--- src/rtl/branch_resolve_unit_if.sv ---
// ============================================================================
// Module  : branch_resolve_unit_if
// Brief   : Prediction / execute / redirect / training bundle for the branch
//           resolve unit. Perf counters present only with BRU_PERF_CNT_EN.
// Revision: 1.0  initial release
// ============================================================================
`default_nettype none

interface branch_resolve_unit_if #(
   parameter int DEPTH  = 8,
   parameter int ADDR_W = 32
);
   localparam int CNT_W = $clog2(DEPTH) + 1;

   logic              pred_valid_1;
   logic [ADDR_W-1:0] pred_pc_1;
   logic              pred_is_branch_1;
   logic              pred_taken_1;
   logic [ADDR_W-1:0] pred_target_1;
   logic              pred_valid_2;
   logic [ADDR_W-1:0] pred_pc_2;
   logic              pred_is_branch_2;
   logic              pred_taken_2;
   logic [ADDR_W-1:0] pred_target_2;
   logic              pred_ready;

   logic              ex_valid;
   logic [ADDR_W-1:0] ex_pc;
   logic              ex_is_branch;
   logic              ex_taken;
   logic [ADDR_W-1:0] ex_target;

   logic              flush_o;
   logic [ADDR_W-1:0] redirect_pc_o;
   logic              upd_valid_o;
   logic [ADDR_W-1:0] upd_pc_o;
   logic              upd_is_branch_o;
   logic              upd_taken_o;
   logic [ADDR_W-1:0] upd_target_o;
   logic [CNT_W-1:0]  count_o;
`ifdef BRU_PERF_CNT_EN
   logic [31:0]       perf_resolved_o;
   logic [31:0]       perf_mispred_o;
`endif

   modport master (
      output pred_valid_1, pred_pc_1, pred_is_branch_1, pred_taken_1, pred_target_1,
      output pred_valid_2, pred_pc_2, pred_is_branch_2, pred_taken_2, pred_target_2,
      input  pred_ready,
      output ex_valid, ex_pc, ex_is_branch, ex_taken, ex_target,
      input  flush_o, redirect_pc_o,
      input  upd_valid_o, upd_pc_o, upd_is_branch_o, upd_taken_o, upd_target_o,
`ifdef BRU_PERF_CNT_EN
      input  perf_resolved_o, perf_mispred_o,
`endif
      input  count_o
   );

   modport slave (
      input  pred_valid_1, pred_pc_1, pred_is_branch_1, pred_taken_1, pred_target_1,
      input  pred_valid_2, pred_pc_2, pred_is_branch_2, pred_taken_2, pred_target_2,
      output pred_ready,
      input  ex_valid, ex_pc, ex_is_branch, ex_taken, ex_target,
      output flush_o, redirect_pc_o,
      output upd_valid_o, upd_pc_o, upd_is_branch_o, upd_taken_o, upd_target_o,
`ifdef BRU_PERF_CNT_EN
      output perf_resolved_o, perf_mispred_o,
`endif
      output count_o
   );
endinterface

`default_nettype wire

--- src/rtl/branch_resolve_unit.sv ---
// ============================================================================
// Module  : branch_resolve_unit
// Brief   : In-order prediction queue checked against execute outcomes; issues
//           registered flush/redirect and predictor training writes.
//           Optional macro BRU_PERF_CNT_EN adds resolved/mispredict counters.
// Revision: 1.0  initial release
// ============================================================================
`default_nettype none

module branch_resolve_unit #(
   parameter int DEPTH  = 8,
   parameter int ADDR_W = 32
) (
   input  wire logic clk,
   input  wire logic rst,
   branch_resolve_unit_if.slave bus
);
   localparam int CNT_W = $clog2(DEPTH) + 1;
   localparam int PTR_W = $clog2(DEPTH);

   typedef enum logic [0:0] {ST_RUN = 1'b0, ST_FLUSH = 1'b1} state_t;

   state_t            state_q, state_d;
   logic [PTR_W-1:0]  head_q, head_d, tail_q, tail_d, tail2;
   logic [CNT_W-1:0]  count_q, count_d;

   logic [ADDR_W-1:0] pc_mem_q  [DEPTH];
   logic [ADDR_W-1:0] tgt_mem_q [DEPTH];
   logic              br_mem_q  [DEPTH];
   logic              tk_mem_q  [DEPTH];

   logic              flush_q, flush_d;
   logic [ADDR_W-1:0] redirect_q, redirect_d;
   logic              upd_valid_q, upd_valid_d;
   logic [ADDR_W-1:0] upd_pc_q, upd_pc_d, upd_target_q, upd_target_d;
   logic              upd_br_q, upd_br_d, upd_tk_q, upd_tk_d;

   logic              ready, enq1, enq2, wr1, wr2, do_res, mispred;
   logic [CNT_W-1:0]  n_enq;
   logic [ADDR_W-1:0] next_pc;

   always_comb begin
      ready   = (state_q == ST_RUN) && (count_q <= CNT_W'(DEPTH - 2));
      enq1    = ready && bus.pred_valid_1;
      enq2    = ready && bus.pred_valid_2;
      n_enq   = CNT_W'(enq1) + CNT_W'(enq2);
      // slot 2 packs directly behind slot 1, or into the tail when slot 1 is absent
      tail2   = tail_q + PTR_W'(enq1);
      do_res  = (state_q == ST_RUN) && bus.ex_valid && (count_q != '0);
      mispred = do_res && ((bus.ex_pc != pc_mem_q[head_q]) ||
                           (bus.ex_is_branch != br_mem_q[head_q]) ||
                           (bus.ex_taken != tk_mem_q[head_q]) ||
                           (bus.ex_taken && (bus.ex_target != tgt_mem_q[head_q])));
      next_pc = bus.ex_taken ? bus.ex_target : bus.ex_pc + ADDR_W'(4);
      wr1     = enq1 && !mispred;
      wr2     = enq2 && !mispred;

      state_d = state_q;
      head_d  = head_q;
      tail_d  = tail_q;
      count_d = count_q;
      case (state_q)
         ST_RUN: begin
            if (mispred) begin
               state_d = ST_FLUSH;
               head_d  = '0;
               tail_d  = '0;
               count_d = '0;
            end else begin
               head_d  = head_q + PTR_W'(do_res);
               tail_d  = tail_q + PTR_W'(enq1) + PTR_W'(enq2);
               count_d = count_q + n_enq - CNT_W'(do_res);
            end
         end
         ST_FLUSH: state_d = ST_RUN;
         default:  state_d = ST_RUN;
      endcase

      flush_d      = mispred;
      redirect_d   = mispred ? next_pc : '0;
      upd_valid_d  = do_res && (bus.ex_is_branch || br_mem_q[head_q]);
      upd_pc_d     = do_res ? bus.ex_pc        : upd_pc_q;
      upd_br_d     = do_res ? bus.ex_is_branch : upd_br_q;
      upd_tk_d     = do_res ? bus.ex_taken     : upd_tk_q;
      upd_target_d = do_res ? bus.ex_target    : upd_target_q;
   end

   always_ff @(posedge clk) begin
      if (rst) begin
         state_q      <= ST_RUN;
         head_q       <= '0;
         tail_q       <= '0;
         count_q      <= '0;
         flush_q      <= 1'b0;
         redirect_q   <= '0;
         upd_valid_q  <= 1'b0;
         upd_pc_q     <= '0;
         upd_br_q     <= 1'b0;
         upd_tk_q     <= 1'b0;
         upd_target_q <= '0;
      end else begin
         state_q      <= state_d;
         head_q       <= head_d;
         tail_q       <= tail_d;
         count_q      <= count_d;
         flush_q      <= flush_d;
         redirect_q   <= redirect_d;
         upd_valid_q  <= upd_valid_d;
         upd_pc_q     <= upd_pc_d;
         upd_br_q     <= upd_br_d;
         upd_tk_q     <= upd_tk_d;
         upd_target_q <= upd_target_d;
      end
   end

   // queue storage carries no reset; occupancy is tracked solely by the pointers
   always_ff @(posedge clk) begin
      if (!rst && wr1) begin
         pc_mem_q[tail_q]  <= bus.pred_pc_1;
         br_mem_q[tail_q]  <= bus.pred_is_branch_1;
         tk_mem_q[tail_q]  <= bus.pred_taken_1;
         tgt_mem_q[tail_q] <= bus.pred_target_1;
      end
      if (!rst && wr2) begin
         pc_mem_q[tail2]  <= bus.pred_pc_2;
         br_mem_q[tail2]  <= bus.pred_is_branch_2;
         tk_mem_q[tail2]  <= bus.pred_taken_2;
         tgt_mem_q[tail2] <= bus.pred_target_2;
      end
   end

`ifdef BRU_PERF_CNT_EN
   logic [31:0] perf_res_q, perf_res_d, perf_mis_q, perf_mis_d;

   always_comb begin
      perf_res_d = perf_res_q + 32'(upd_valid_d);
      perf_mis_d = perf_mis_q + 32'(flush_d);
   end

   always_ff @(posedge clk) begin
      if (rst) begin
         perf_res_q <= '0;
         perf_mis_q <= '0;
      end else begin
         perf_res_q <= perf_res_d;
         perf_mis_q <= perf_mis_d;
      end
   end

   assign bus.perf_resolved_o = perf_res_q;
   assign bus.perf_mispred_o  = perf_mis_q;
`endif

   assign bus.pred_ready      = ready;
   assign bus.count_o         = count_q;
   assign bus.flush_o         = flush_q;
   assign bus.redirect_pc_o   = redirect_q;
   assign bus.upd_valid_o     = upd_valid_q;
   assign bus.upd_pc_o        = upd_pc_q;
   assign bus.upd_is_branch_o = upd_br_q;
   assign bus.upd_taken_o     = upd_tk_q;
   assign bus.upd_target_o    = upd_target_q;
endmodule

`default_nettype wire

--- src/flat_wrapper.sv ---
// flat-port wrapper written by rule: the top's interface ports become plain ports
module branch_resolve_unit_flat 
#(
   parameter int DEPTH  = 8,
   parameter int ADDR_W = 32
)
  (clk, rst, bus_pred_valid_1, bus_pred_pc_1, bus_pred_is_branch_1, bus_pred_taken_1, bus_pred_target_1, bus_pred_valid_2, bus_pred_pc_2, bus_pred_is_branch_2, bus_pred_taken_2, bus_pred_target_2, bus_pred_ready, bus_ex_valid, bus_ex_pc, bus_ex_is_branch, bus_ex_taken, bus_ex_target, bus_flush_o, bus_redirect_pc_o, bus_upd_valid_o, bus_upd_pc_o, bus_upd_is_branch_o, bus_upd_taken_o, bus_upd_target_o, bus_count_o);
  branch_resolve_unit_if #(.DEPTH(DEPTH), .ADDR_W(ADDR_W)) bus_i ();
  input  wire logic clk;
  input  wire logic rst;
  input wire logic [$bits(bus_i.pred_valid_1)-1:0] bus_pred_valid_1;
  input wire logic [$bits(bus_i.pred_pc_1)-1:0] bus_pred_pc_1;
  input wire logic [$bits(bus_i.pred_is_branch_1)-1:0] bus_pred_is_branch_1;
  input wire logic [$bits(bus_i.pred_taken_1)-1:0] bus_pred_taken_1;
  input wire logic [$bits(bus_i.pred_target_1)-1:0] bus_pred_target_1;
  input wire logic [$bits(bus_i.pred_valid_2)-1:0] bus_pred_valid_2;
  input wire logic [$bits(bus_i.pred_pc_2)-1:0] bus_pred_pc_2;
  input wire logic [$bits(bus_i.pred_is_branch_2)-1:0] bus_pred_is_branch_2;
  input wire logic [$bits(bus_i.pred_taken_2)-1:0] bus_pred_taken_2;
  input wire logic [$bits(bus_i.pred_target_2)-1:0] bus_pred_target_2;
  output wire logic [$bits(bus_i.pred_ready)-1:0] bus_pred_ready;
  input wire logic [$bits(bus_i.ex_valid)-1:0] bus_ex_valid;
  input wire logic [$bits(bus_i.ex_pc)-1:0] bus_ex_pc;
  input wire logic [$bits(bus_i.ex_is_branch)-1:0] bus_ex_is_branch;
  input wire logic [$bits(bus_i.ex_taken)-1:0] bus_ex_taken;
  input wire logic [$bits(bus_i.ex_target)-1:0] bus_ex_target;
  output wire logic [$bits(bus_i.flush_o)-1:0] bus_flush_o;
  output wire logic [$bits(bus_i.redirect_pc_o)-1:0] bus_redirect_pc_o;
  output wire logic [$bits(bus_i.upd_valid_o)-1:0] bus_upd_valid_o;
  output wire logic [$bits(bus_i.upd_pc_o)-1:0] bus_upd_pc_o;
  output wire logic [$bits(bus_i.upd_is_branch_o)-1:0] bus_upd_is_branch_o;
  output wire logic [$bits(bus_i.upd_taken_o)-1:0] bus_upd_taken_o;
  output wire logic [$bits(bus_i.upd_target_o)-1:0] bus_upd_target_o;
  output wire logic [$bits(bus_i.count_o)-1:0] bus_count_o;
  assign bus_i.pred_valid_1 = bus_pred_valid_1;
  assign bus_i.pred_pc_1 = bus_pred_pc_1;
  assign bus_i.pred_is_branch_1 = bus_pred_is_branch_1;
  assign bus_i.pred_taken_1 = bus_pred_taken_1;
  assign bus_i.pred_target_1 = bus_pred_target_1;
  assign bus_i.pred_valid_2 = bus_pred_valid_2;
  assign bus_i.pred_pc_2 = bus_pred_pc_2;
  assign bus_i.pred_is_branch_2 = bus_pred_is_branch_2;
  assign bus_i.pred_taken_2 = bus_pred_taken_2;
  assign bus_i.pred_target_2 = bus_pred_target_2;
  assign bus_pred_ready = bus_i.pred_ready;
  assign bus_i.ex_valid = bus_ex_valid;
  assign bus_i.ex_pc = bus_ex_pc;
  assign bus_i.ex_is_branch = bus_ex_is_branch;
  assign bus_i.ex_taken = bus_ex_taken;
  assign bus_i.ex_target = bus_ex_target;
  assign bus_flush_o = bus_i.flush_o;
  assign bus_redirect_pc_o = bus_i.redirect_pc_o;
  assign bus_upd_valid_o = bus_i.upd_valid_o;
  assign bus_upd_pc_o = bus_i.upd_pc_o;
  assign bus_upd_is_branch_o = bus_i.upd_is_branch_o;
  assign bus_upd_taken_o = bus_i.upd_taken_o;
  assign bus_upd_target_o = bus_i.upd_target_o;
  assign bus_count_o = bus_i.count_o;
  branch_resolve_unit #(.DEPTH(DEPTH), .ADDR_W(ADDR_W)) u_core (.clk(clk), .rst(rst), .bus(bus_i));
endmodule
--- config.mk ---
export PLATFORM = sky130hd
export DESIGN_NAME = branch_resolve_unit_flat
export DESIGN_NICKNAME = d
export VERILOG_FILES = /design/src/rtl/branch_resolve_unit_if.sv /design/src/rtl/branch_resolve_unit.sv /design/src/flat_wrapper.sv
export SDC_FILE = /design/constraint.sdc
export NUM_CORES = 1
export LEC_CHECK = 0
export CAP_MARGIN = 10
export CORE_UTILIZATION = 30
export DETAILED_ROUTE_END_ITERATION = 6
export GPL_TIMING_DRIVEN = 0
export MAX_ROUTING_LAYER = met4
export PLACE_DENSITY_LB_ADDON = 0.08
export RECOVER_POWER = 100
export SLEW_MARGIN = 20
export SYNTH_ARGS = -nofsm -noshare
export SYNTH_HDL_FRONTEND = slang
export SYNTH_SLANG_ARGS = --single-unit
--- constraint.sdc ---
create_clock -name clk -period 8.25 [get_ports clk]
set_input_delay 0.825 -clock clk [delete_from_list [all_inputs] [get_ports clk]]
set_output_delay 0.825 -clock clk [all_outputs]
set_load 0.005 [all_outputs]
==> impl_metrics.yaml, run 1 <==
final_layout:
  drive_above_1_share: 0.268
  layoutNonFillerInstCount: 4041
  final_area_mm2: 0.0398
  flow.area_growth_from_synthesis_pct: 24.7
  nNetsFinal: 2788
sta:
  grt_setup_unrepaired: "no"
  finClkSkew_ps: 30.8
  worst_pin_slew_ps: 1220
  count_of_endpoints_failing_setup_in_the_final_report: 0
  number_of_max_slew_violations_in_the_final_report: 0
  min_period_ps: 8010
  finalHoldViolCount: 0
  postLayoutSetupSlackWorst_ps: 236
  timing.max_slew.rel_slack: 0.184
  fmax_mhz: 125
  period_share: 0.971
floorplanning:
  top_ports: 308
  chipWidth_um: 328
  placeableCoreArea_mm2: 0.105
  initial_core_utilization: 0.303
  die_h_um: 328
  design.die.area_mm2: 0.108
  row_count: 119
pwr:
  share_clk_of_total_power: 0.332
  sw_frac: 0.312
  seq_power_share: 0.400
  p_int_uw: 6910
  leakagePower_uw: 0.0131
  total_switching_power_uw: 3140
  irDropWorstVdd_v: 0.000135
  powerDensity_mw_per_mm2: 253
  power_share_of_the_combinational_group: 0.268
worst_setup_path:
  cp-start-kind: "flip-flop"
  reg2reg_to: "u_core.tgt_mem_q[1][31]"
  worst_setup_path_endpoint: "u_core.tgt_mem_q[1][31]"
  critical_path_peak_fanout: 13
  critical_path_arrival_ps: 8360
  crit_path_top_delay_cell: "sky130_fd_sc_hd__buf_2"
  reg2reg_depth: 19
  critPathCaptureType: "flip-flop"
  timing_worst_setup_path_type: "flip-flop to flip-flop"
  slowest_stage_delay_cp_ps: 650
  regToRegSetupSlack_ps: 240
  crit_path_cell_trace: "buf_2, buf_6, buf_4, buf_2, buf_2, mux4_2, mux2i_1, ha_1, a211oi_1, nand4_1, nor4_2, o221a_1, nand4_1, clkbuf_1, buf_2, o21ai_2, buf_16, buf_16, buf_6"
  worst-endpoint-required_ps: 8590
  critPathMostFrequentCell: "sky130_fd_sc_hd__buf_2"
synth:
  synth_cells: 2147
  synth_warnings: 0
  synth_area_per_cell_um2: 14.8
  netlist_area_mm2: 0.0319
  synth-seq-cells: 642
  ys_async_sr_fraction: 0
  top_flip_flop_cell_by_instance_count_after_synthesis: "sky130_fd_sc_hd__edfxtp_1"
  synthDistinctLibCells: 51
  post_synth_net_total: 2367
  synth_seq_area_share: 0.569
  number_of_enable_type_register_cells_in_the_synthesized_netlist: 528
drt:
  wl_per_cell_um: 32.4
  drc: 0
  total_routed_length_um: 131000
  overall_via_count_from_detail_route: 21000
  drt-vias-per-instance: 5.20
  detail_route.first_pass.iterations: 5
  count_of_routing_violations_after_the_opening_detailed_route_iteration: 1713
  final_antenna_net_count: 0
cts:
  post_cts_resized: 0
  path_clk_slew_ps: 60
  cts.root.buffer_cell: "sky130_fd_sc_hd__clkbuf_16"
  cts_tree: "yes"
  cts_inserted_buffers: 78
  clock_insertion_delay_at_the_later_pin_of_the_skew_report_ps: 650
  clock_path_buffers: 3
  htree_num_levels: 3
  post-cts-setup-buffers: 0
  cts.sink_count: 642
  cts-hold-fix-buffers: 0
place:
  dp_cells: 3879
  pre_cts_ws_ps: 396
  postPlaceCellArea_mm2: 0.0378
  gpl.final_weighted_congestion: 0.851
  portBuffers: 299
  place_hpwl_um: 92800
grt:
  first_global_vias: 21300
  grt_first_pass_wirelength_um: 176000
  maximum_number_of_pins_on_one_net_before_global_route_repair: 17
  grtUsageTotal: 0.247
  number_of_antenna_violations_at_the_first_check_in_global_routing: 21
  grt-ovfl-total: 0
job:
  cap_violations: 0
hold_path:
  hold_path_class: "flip-flop to flip-flop"
run_status:
  status: "finished clean"
layer usage:
layer / global-route usage / wire length (µm) / vias to the layer above
li1: - / - / 9154
met5: - / 0 / -
met2: 0.373 / 59700 / 791
met3: 0.0668 / 10500 / 149
met1: 0.320 / 57300 / 10900
met4: 0.0770 / 3260 / 0
critical path: cells and delay by family, from the launching register on:
family | cells | cell delay, ps
muxes | 2 | 1080
and+or+nand+nor | 3 | 1030
DFF | 1 | 300
adders and majority gates | 1 | 350
AOI/OAI and AO/OA | 3 | 1210
buffers and inverters | 10 | 3660
power by group through the flow:
| stage | Sequential, µW | Clock [µW] | Combinational (µW) |
|---|---|---|---|
| finish | 4010 | 3330 | 2690 |
| global route | 4040 | 3510 | 2840 |
| CTS | 4020 | 3400 | 2790 |
| detailed placement | 4080 | 0 | 2780 |
| global placement | 4170 | 0 | 2580 |
| floorplan | 4090 | 0 | 1380 |
worst min path at each step:
stage	endpoint	depth (start not counted)	from	slack (ps)
after floorplan	u_core.bus.upd_is_branch_o	2	u_core.bus.upd_is_branch_o	450
after global placement	u_core.bus.upd_pc_o[24]	2	u_core.bus.upd_pc_o[24]	440
after detailed placement	u_core.bus.upd_pc_o[18]	2	u_core.bus.upd_pc_o[18]	450
after CTS	u_core.bus.upd_pc_o[18]	2	u_core.bus.upd_pc_o[18]	460
after global routing	u_core.bus.upd_pc_o[18]	2	u_core.bus.upd_pc_o[18]	470
final	u_core.bus.upd_pc_o[24]	2	u_core.bus.upd_pc_o[24]	450
synthesized netlist by cell type (10+ instances only):
master / count / area share
sky130_fd_sc_hd__a21oi_1: 102 / 0.016
sky130_fd_sc_hd__a22o_1: 10 / 0.0027
sky130_fd_sc_hd__a22oi_1: 24 / 0.0057
sky130_fd_sc_hd__and3_1: 13 / 0.0026
sky130_fd_sc_hd__buf_1: 16 / 0.0019
sky130_fd_sc_hd__buf_2: 48 / 0.0075
sky130_fd_sc_hd__buf_4: 13 / 0.0031
sky130_fd_sc_hd__buf_6: 21 / 0.0074
sky130_fd_sc_hd__clkbuf_1: 42 / 0.0049
sky130_fd_sc_hd__dfxtp_1: 114 / 0.072
sky130_fd_sc_hd__edfxtp_1: 528 / 0.50
sky130_fd_sc_hd__ha_1: 16 / 0.0063
sky130_fd_sc_hd__inv_1: 17 / 0.0020
sky130_fd_sc_hd__mux2_1: 145 / 0.051
sky130_fd_sc_hd__mux2_2: 394 / 0.14
sky130_fd_sc_hd__mux2i_1: 109 / 0.034
sky130_fd_sc_hd__mux4_2: 98 / 0.069
sky130_fd_sc_hd__nand2_1: 160 / 0.019
sky130_fd_sc_hd__nand3_1: 21 / 0.0033
sky130_fd_sc_hd__nand4_1: 12 / 0.0024
sky130_fd_sc_hd__nor2_1: 70 / 0.0082
sky130_fd_sc_hd__o21ai_0: 14 / 0.0022
sky130_fd_sc_hd__xnor2_1: 50 / 0.014
sky130_fd_sc_hd__xor2_1: 36 / 0.0099
cells by family after synthesis:
kind of cell,count (synthesis),synth area share
AOI/OAI and AO/OA,175,0.0328
xor gates and xnor gates,86,0.0236
adders and majority gates,17,0.00691
buffers and inverters,157,0.0268
DFF,642,0.569
muxes,746,0.294
and+or+nand+nor,324,0.0470
layout make-up:
class	count	area, µm²
Antenna cell	18	45.0
Buffer	140	677
Clock buffer	119	2270
Clock inverter	25	158
Fill cell	10000	65500
Inverter	17	63.8
Multi-Input combinational cell	1348	12900
Sequential cell	642	18100
Tap cell	1391	1740
Timing Repair Buffer	341	3730
registers in the layout, indices dropped and copies added (netlist names), 4 cells and up, named ones only:
register,count
u_core.pc_mem_q,256
u_core.bus.redirect_pc_o,32
u_core.tgt_mem_q,256
u_core.tk_mem_q,8
u_core.bus.count_o,4
u_core.br_mem_q,8
u_core.bus.upd_pc_o,32
u_core.bus.upd_target_o,32
per-stage QoR:
stage | utilization | hold slack (ps) | total power, µW | TNS [ps]
finish | 0.378 | 450 | 10000 | 0
floorplan | - | 453 | 5470 | 0
global placement | 0.348 | 443 | 6750 | -2980750
detailed placement | 0.359 | 448 | 6870 | 0
CTS | 0.382 | 455 | 10200 | 0
global route | 0.378 | 465 | 10400 | 0
cells in the final DEF (no fill, tap or decap), types with 21 or more instances in the layout:
master / instances
sky130_fd_sc_hd__nor2_1: 70
sky130_fd_sc_hd__dlygate4sd3_1: 105
sky130_fd_sc_hd__nand2_1: 160
sky130_fd_sc_hd__a22oi_1: 24
sky130_fd_sc_hd__edfxtp_1: 528
sky130_fd_sc_hd__mux2_1: 145
sky130_fd_sc_hd__a21oi_1: 102
sky130_fd_sc_hd__mux2_2: 394
sky130_fd_sc_hd__xnor2_1: 50
sky130_fd_sc_hd__mux2i_1: 109
sky130_fd_sc_hd__buf_2: 29
sky130_fd_sc_hd__clkbuf_16: 82
sky130_fd_sc_hd__xor2_1: 36
sky130_fd_sc_hd__clkbuf_1: 117
sky130_fd_sc_hd__dfxtp_1: 114
sky130_fd_sc_hd__mux4_2: 98
sky130_fd_sc_hd__nand3_1: 21
sky130_fd_sc_hd__clkdlybuf4s50_1: 194
Note: power is estimated with default switching activity, not from simulation.
==> run 2: changes to the inputs <==
--- a/config.mk
+++ b/config.mk
@@ -6,7 +6,7 @@
 export NUM_CORES = 1
 export LEC_CHECK = 0
 export CAP_MARGIN = 10
-export CORE_UTILIZATION = 30
+export CORE_UTILIZATION = 40
 export DETAILED_ROUTE_END_ITERATION = 6
 export GPL_TIMING_DRIVEN = 0
 export MAX_ROUTING_LAYER = met4
==> impl_metrics.yaml, run 2 (synthesized netlist as in run 1, its figures left out) <==
worst_setup_path:
  cp-start-kind: "flip-flop"
  slowest_stage_delay_cp_ps: 700
  crit_path_top_delay_cell: "sky130_fd_sc_hd__nor4_1"
  critical_path_peak_fanout: 13
  critPathCaptureType: "flip-flop"
  timing_worst_setup_path_type: "flip-flop to flip-flop"
  crit_path_cell_trace: "buf_2, buf_6, buf_4, buf_2, buf_2, mux4_2, mux2i_1, ha_1, a211oi_1, nand4_1, nor4_1, o221a_1, nand3_1, clkbuf_1, clkbuf_1, o21ai_2, buf_16, buf_16"
  critPathMostFrequentCell: "sky130_fd_sc_hd__buf_2"
  critical_path_arrival_ps: 8160
  worst-endpoint-required_ps: 8560
pwr:
  irDropWorstVdd_v: 0.000122
  powerDensity_mw_per_mm2: 254
  power.total_uw: 10100
  leakagePower_uw: 0.0132
floorplanning:
  row_count: 103
  chipWidth_um: 284
  design.die.area_mm2: 0.0808
  placeableCoreArea_mm2: 0.0789
  initial_core_utilization: 0.404
  die_h_um: 284
  top_ports: 308
place:
  postPlaceCellArea_mm2: 0.0373
  gpl.final_weighted_congestion: 0.890
  place_hpwl_um: 83600
  portBuffers: 299
final_layout:
  nNetsFinal: 2783
  flow.area_growth_from_synthesis_pct: 24.1
  final_area_mm2: 0.0396
  drive_above_1_share: 0.268
  multi_input_area_mm2: 0.0129
  most_common_cell_after_layout_fill_and_taps_aside: "sky130_fd_sc_hd__edfxtp_1"
  top_regs: "u_core.pc_mem_q: 256 flops, u_core.tgt_mem_q: 256 flops"
  nFillCells: 6806
  register_area_mm2: 0.0181
  most_used_cells_in_the_layout_excluding_fill_and_tap_cells: "528 x sky130_fd_sc_hd__edfxtp_1, 393 x sky130_fd_sc_hd__mux2_2, 194 x sky130_fd_sc_hd__clkdlybuf4s50_1"
cts:
  htree_num_levels: 3
  post-cts-setup-buffers: 0
  post_cts_resized: 0
  path_clk_slew_ps: 60
  cts.sink_count: 642
  cts_inserted_buffers: 76
  clock_insertion_delay_at_the_later_pin_of_the_skew_report_ps: 630
  cts-hold-fix-buffers: 0
  cts.root.buffer_cell: "sky130_fd_sc_hd__clkbuf_16"
  clock_path_buffers: 3
  cts_tree: "yes"
drt:
  wl_per_cell_um: 32.6
  final_antenna_net_count: 0
  total_routed_length_um: 120000
  wirelength_met1_um: 52600
  drt-vias-per-instance: 5.81
  wl_met3_um: 10100
  overall_via_count_from_detail_route: 21400
  count_of_routing_violations_after_the_opening_detailed_route_iteration: 2569
  drc: 0
  routed.top_layer: "met4"
  wl_met2_um: 54900
  detail_route.first_pass.iterations: 6
job:
  cap_violations: 0
grt:
  first_global_vias: 21100
  grt_first_pass_wirelength_um: 167000
  grt-ovfl-total: 0
  number_of_antenna_violations_at_the_first_check_in_global_routing: 13
  grtUsageTotal: 0.303
  maximum_number_of_pins_on_one_net_before_global_route_repair: 17
sta:
  grt_setup_unrepaired: "no"
  finClkSkew_ps: 30.0
  number_of_max_slew_violations_in_the_final_report: 0
  period_share: 0.951
  setup_total_negative_slack_ps: 0
  fmax_mhz: 127
  min_period_ps: 7840
  timing.max_slew.rel_slack: 0.183
  finalHoldViolCount: 0
  count_of_endpoints_failing_setup_in_the_final_report: 0
  worst_pin_slew_ps: 1220
hold_path:
  hold_path_class: "flip-flop to flip-flop"
  worst_hold_startpoint: "u_core.bus.upd_pc_o[28]"
run_status:
  status: "finished clean"
run 2: changes by cell type in the layout (fill, tap and decap cells not counted), sizes merged:
| cell | before | now |
|---|---|---|
| clkinvlp | 1 | 0 |
| clkbuf | 223 | 203 |
| inv | 21 | 17 |
| buf | 78 | 86 |
| bufinv | 1 | 4 |
| diode | 18 | 11 |
| clkinv | 19 | 23 |
run 2: power breakdown:
group / switching [µW] / internal, µW / total, µW
Sequential: 105 / 3910 / 4010
Clock: 1380 / 2030 / 3410
Combinational: 1560 / 1080 / 2640
Total: 3040 / 7020 / 10100
run 2: worst paths after layout:
kind | end | slack (ps) | cells after the start
min reg2reg | u_core.bus.upd_pc_o[28] | 450 | 2
max | u_core.tgt_mem_q[7][24] | 410 | 18
max reg2reg | u_core.tgt_mem_q[7][24] | 410 | 18
min | u_core.bus.upd_pc_o[28] | 450 | 2
run 2: area by class of cell:
class,instances,area share
Tap cell,1050,0.0332
Antenna cell,11,0.000696
Timing Repair Buffer,338,0.0996
Inverter,17,0.00161
Clock inverter,27,0.00553
Multi-Input combinational cell,1348,0.326
Sequential cell,642,0.458
Clock buffer,110,0.0575
Buffer,140,0.0172
run 2: per-layer routing:
layer | global-route usage | vias to the layer above
li1 | - | 9154
met5 | - | -
met1 | 0.416 | 11100
met2 | 0.459 | 984
met3 | 0.0629 | 142
met4 | 0.0694 | 0
run 2: stage by stage:
step / util / setup slack (ps) / instances / hold slack (ps)
floorplan: - / 1280 / 2147 / 453
CTS: 0.505 / 842 / 3672 / 453
global route: 0.502 / 363 / 3682 / 471
finish: 0.502 / 406 / 3683 / 450
detailed placement: 0.473 / 878 / 3535 / 446
global placement: 0.459 / -5150 / 3496 / 442
run 2: critical path: cells and delay by family (launching register included):
kind	cells	cell delay [ps]
compound gates	3	1290
fa+ha+maj	1	320
buf+inv	9	3350
flops	1	310
mux	2	990
simple gates	3	1170
